**src/rtl/cmp_arb_pkg.sv**
```systemverilog
// rtl/cmp_arb_pkg.sv - shared constants and FSM state type for the comparator scheduler
package cmp_arb_pkg;

  localparam int WIDTH   = 6;
  localparam int N_REQ   = 4;
  localparam int GRANT_W = 2;

  typedef enum logic [1:0] {
    IDLE = 2'd0,
    CMP  = 2'd1,
    DONE = 2'd2
  } state_e;

endpackage

```
**src/rtl/cmp_eq_neq_core.sv**
```systemverilog
// rtl/cmp_eq_neq_core.sv - combinational equal / not-equal comparator
module cmp_eq_neq_core
  import cmp_arb_pkg::*;
(
  input  logic [WIDTH-1:0] a_i,
  input  logic [WIDTH-1:0] b_i,
  input  logic             sel_i,
  output logic             s_o
);

  logic eq;

  assign eq  = &(a_i ~^ b_i);
  assign s_o = sel_i ? ~eq : eq;

endmodule

```
**src/rtl/cmp_arb_sched.sv**
```systemverilog
// rtl/cmp_arb_sched.sv - round-robin scheduler sharing one comparator among four requesters
module cmp_arb_sched
  import cmp_arb_pkg::*;
(
  input  logic                   clk_i,
  input  logic                   reset_i,
  input  logic [N_REQ-1:0]       req_i,
  input  logic [N_REQ*WIDTH-1:0] a_in_i,
  input  logic [N_REQ*WIDTH-1:0] b_in_i,
  input  logic [N_REQ-1:0]       sel_in_i,
  output logic [N_REQ-1:0]       ack_o,
  output logic                   result_o,
  output logic [GRANT_W-1:0]     grant_id_o,
  output logic                   busy_o
);

  state_e             state_q;
  logic [GRANT_W-1:0] ptr_q;
  logic [GRANT_W-1:0] grant_q;
  logic [WIDTH-1:0]   a_q;
  logic [WIDTH-1:0]   b_q;
  logic               sel_q;
  logic               result_q;
  logic [N_REQ-1:0]   ack_q;

  logic               win_valid_d;
  logic [GRANT_W-1:0] win_d;
  logic [GRANT_W-1:0] idx;
  logic               cmp_s;

  // First requester found scanning upward from ptr, wrapping mod 4
  always_comb begin
    win_valid_d = 1'b0;
    win_d       = '0;
    idx         = '0;
    for (int k = 0; k < N_REQ; k++) begin
      idx = ptr_q + GRANT_W'(k);
      if (!win_valid_d && req_i[idx]) begin
        win_valid_d = 1'b1;
        win_d       = idx;
      end
    end
  end

  cmp_eq_neq_core u_core (
    .a_i   (a_q),
    .b_i   (b_q),
    .sel_i (sel_q),
    .s_o   (cmp_s)
  );

  always_ff @(posedge clk_i or posedge reset_i) begin
    if (reset_i) begin
      state_q  <= IDLE;
      ptr_q    <= '0;
      grant_q  <= '0;
      a_q      <= '0;
      b_q      <= '0;
      sel_q    <= 1'b0;
      result_q <= 1'b0;
      ack_q    <= '0;
    end else begin
      case (state_q)
        IDLE: begin
          ack_q <= '0;
          if (win_valid_d) begin
            grant_q <= win_d;
            a_q     <= a_in_i[win_d*WIDTH +: WIDTH];
            b_q     <= b_in_i[win_d*WIDTH +: WIDTH];
            sel_q   <= sel_in_i[win_d];
            state_q <= CMP;
          end
        end
        CMP: begin
          result_q <= cmp_s;
          ack_q    <= N_REQ'(1) << grant_q;
          state_q  <= DONE;
        end
        DONE: begin
          ack_q   <= '0;
          ptr_q   <= grant_q + GRANT_W'(1);
          state_q <= IDLE;
        end
        default: begin
          ack_q   <= '0;
          state_q <= IDLE;
        end
      endcase
    end
  end

  assign ack_o      = ack_q;
  assign result_o   = result_q;
  assign grant_id_o = grant_q;
  assign busy_o     = (state_q != IDLE);

endmodule

```
**config.mk**
```make
export PLATFORM = sky130hd
export DESIGN_NAME = cmp_arb_sched
export DESIGN_NICKNAME = d
export VERILOG_FILES = /design/src/rtl/cmp_arb_pkg.sv /design/src/rtl/cmp_eq_neq_core.sv /design/src/rtl/cmp_arb_sched.sv
export SDC_FILE = /design/constraint.sdc
export NUM_CORES = 1
export LEC_CHECK = 0
export BUFFER_PORTS_ARGS = -buffer_cell sky130_fd_sc_hd__buf_2
export CAP_MARGIN = 20
export CELL_PAD_IN_SITES_DETAIL_PLACEMENT = 2
export CELL_PAD_IN_SITES_GLOBAL_PLACEMENT = 2
export CORE_ASPECT_RATIO = 1.25
export CORE_MARGIN = 3
export CORE_UTILIZATION = 29
export CTS_CLUSTER_DIAMETER = 30
export DETAILED_ROUTE_END_ITERATION = 8
export PLACE_DENSITY = 0.88
export SLEW_MARGIN = 0
export SYNTH_ARGS = -nofsm -noshare
export SYNTH_HDL_FRONTEND = slang
export SYNTH_SLANG_ARGS = --single-unit
```
**constraint.sdc**
```tcl
create_clock -name clk_i -period 3.1 [get_ports clk_i]
set_input_delay 0.465 -clock clk_i [delete_from_list [all_inputs] [get_ports clk_i]]
set_output_delay 0.465 -clock clk_i [all_outputs]
set_load 0.03 [all_outputs]
```
==> run_results.csv <==
group,metric,value,unit
cts,cts-resized-gates,0,
setup_path,cpPeakStageDelay,0.48,ns
place,dp_hpwl,3240,um
power,pwr-share-clk,0.163,
timing,fin_crit,2.11,ns
yosys,yosysWarnings,0,
global_route,overflow,0,
yosys,synth-seq-cells,24,
power,p_sw,0.721,mW
global_route,antenna_found_initial,0,
timing,rsz0062_at_grt,"no",
cts,post_cts.repair.setup_buffers,0,
route,drt-vias-per-instance,4.99,
timing,final_max_slew_viol_count,0,
setup_path,crit_fanout,25,
timing,fin_crit_sh,0.682,
layout,nets,261,
power,p_seq_frac,0.333,
cts,cts_root_buffer,"clkbuf_8",
cts,cts_tree,"built",
die,io_pins,66,
layout,final_common_cell,"buf_2",
route,drc_errors,0,
setup_path,endpoint_kind,"flip-flop",
power,combPwrFrac,0.504,
route,routed_wl,4060,um
die,start_util,0.311,
timing,skew,0.00136,ns
yosys,netlist_area,1420,um2
power,p_int,1.00,mW
timing,fin_ws,0.985,ns
die,fp.coreArea,4560,um2
layout,fillers,533,
global_route,grt_pass1_wl,6820,um
power,ir_drop,0.204,mV
layout,final_core_util,0.415,
power,leakagePower,0.959,nW
route,wl_per_cell,15.9,um
global_route,track_usage,0.151,
timing,tightestPinTransition,0.745,ns
route,vias,1277,
timing,max_freq,473,MHz
die,rows,27,
yosys,syn_avg_cell_area,10.7,um2
route,drtPass1Iterations,2,
setup_path,critPathKind,"flip-flop to flip-flop",
cts,cts.clk_slew.worst_paths,0.09,ns
layout,drive_above_1_share,0.394,
place,port_buffers,65,
setup_path,r2r_cells,6,
layout,layout_common_cells,"buf_2 (65), mux2i_1 (25), dfrtp_1 (24)",
yosys,synthDistinctLibCells,32,
timing,tns,0,ns
setup_path,cp_data_arrival_time,2.28,ns
power,p_sw_frac,0.419,
yosys,synth_top_area_share,0.424,
die,die-area,5770,um2
yosys,ys_top_cells_by_area,"dfrtp_1 (42%), mux2i_1 (18%), o221ai_1 (7.4%)",
cts,clkLatencyLatePin,0.27,ns
route,drtIter0Drc,56,
cts,hold_buffers,0,
timing,slew_headroom,0.503,
layout,syn_to_final_growth,33.4,%
setup_path,crit_chain,"mux2i_1, o22ai_2, nor2_4, buf_4, mux2_4, a221o_1",
run_status,outcome,"finished, final reports clean",
cts,numCtsBuffers,3,
yosys,synth_top_area_cell,"dfrtp_1",
place,gp_congestion,0.704,
yosys,ys_seq_area_frac,0.424,
cts,h-tree-depth,1,
global_route,grt_pass1_vias,1470,
cts,cts_sinks,24,
layout,antenna_cells,0,
die,die_w,68.5,um
power,power_density,911,nW/um2
setup_path,crit_required,3.26,ns
yosys,syn_inst,133,
place,pre_cts_slack,0.733,ns
cts,clk_path_buf_depth,2,
yosys,synth_fp_nets,195,
global_route,grt_max_degree,26,
timing,finalHoldViolCount,0,
setup_path,cp_slowest_cell,"dfrtp_1",
setup_path,start_kind,"flip-flop",
worst_hold_path,hold_path_class,"input port to asynchronous set/reset pin",
die,die_h,84.2,um
route,ant_nets,0,
timing,final-setup-viol-count,0,
run,cap_viol_max_count,0,
-- metal layers --
layer,global-route usage,up-vias,routed length [um]
met2,0.261,46,2190
met4,0.0325,0,44
li1,-,614,-
met1,0.189,611,1580
met3,0.0295,6,247
met5,0,-,0
-- power by group through the flow --
stage	clock network, mW	registers [mW]	logic, mW
floorplan	0	0.619	0.596
global placement	0	0.572	0.827
detailed placement	0	0.581	0.873
CTS	0.289	0.575	0.887
global route	0.299	0.597	0.973
finish	0.281	0.573	0.868
-- synthesized netlist by cell type (all sizes together) --
master / number
mux2i: 25
nand2b: 2
nor3: 1
ha: 4
a21oi: 5
clkbuf: 3
or3b: 1
dfrtp: 24
nor2b: 1
nand2: 15
xnor2: 5
nor2: 2
mux2: 2
o21ai: 5
buf: 3
xor2: 2
inv: 6
o221ai: 13
a211o: 1
nand4: 1
o22ai: 2
and2: 5
o21a: 1
a221o: 1
nor4: 1
or2: 2
-- cell type report --
type	instances	area, um2	area share
flip-flops and latches	24	601	0.318
inverters	6	22.5	0.0119
well taps	58	72.6	0.0384
clock inverters	1	30.0	0.0159
clock buffers	3	41.3	0.0218
repair buffers	67	360	0.191
multi-input cells	97	763	0.404
-- path summary, 6_finish.rpt --
kind / from / end / slack (ns)
worst min register to register: b_q[5] / b_q[5] / 0.52
min in group clk_i: b_in_i[5] / b_q[5] / 0.51
max in group asynchronous: reset_i / a_q[5] / 2.69
worst min-delay path: reset_i / sel_q / 0.06
worst max-delay path: ptr_q[1] / b_q[0] / 0.99
worst max register to register: ptr_q[1] / b_q[0] / 0.99
-- per-stage QoR --
stage	cells	cell area (um2)	hold WS [ns]	power, mW
finish	256	1890	0.0607	1.72
global route	256	1890	0.0624	1.87
CTS	255	1860	0.432	1.75
detailed placement	251	1790	0.506	1.45
global placement	251	1790	0.498	1.40
floorplan	133	1420	0.469	1.22
-- sequential cells by signal (all words and copies together) (netlist names) --
name and cells:
a_q 6, grant_id_o 2, state_q 2, sel_q 1
ack_o 4, result_o 1, ptr_q 2, b_q 6
-- cells by family (layout without fill, tap and decap cells) --
family | Yosys count | count (layout) | share of synthesized area
AND/OR/NAND/NOR | 31 | 31 | 0.113
AO/OA/AOI/OAI | 28 | 28 | 0.152
multiplexers | 27 | 27 | 0.195
flip-flops | 24 | 24 | 0.424
buffers and inverters | 12 | 77 | 0.0379
XOR/XNOR | 7 | 7 | 0.0432
adder cells (fa/ha/maj) | 4 | 4 | 0.0353
-- critical path: cells and delay by family, from the launching register on --
family | cells | cell delay [ns]
buf+inv | 1 | 0.37
mux | 2 | 0.57
compound gates | 2 | 0.46
simple gates | 1 | 0.12
flops | 1 | 0.48
No activity file was read; power rests on OpenSTA's default activity.
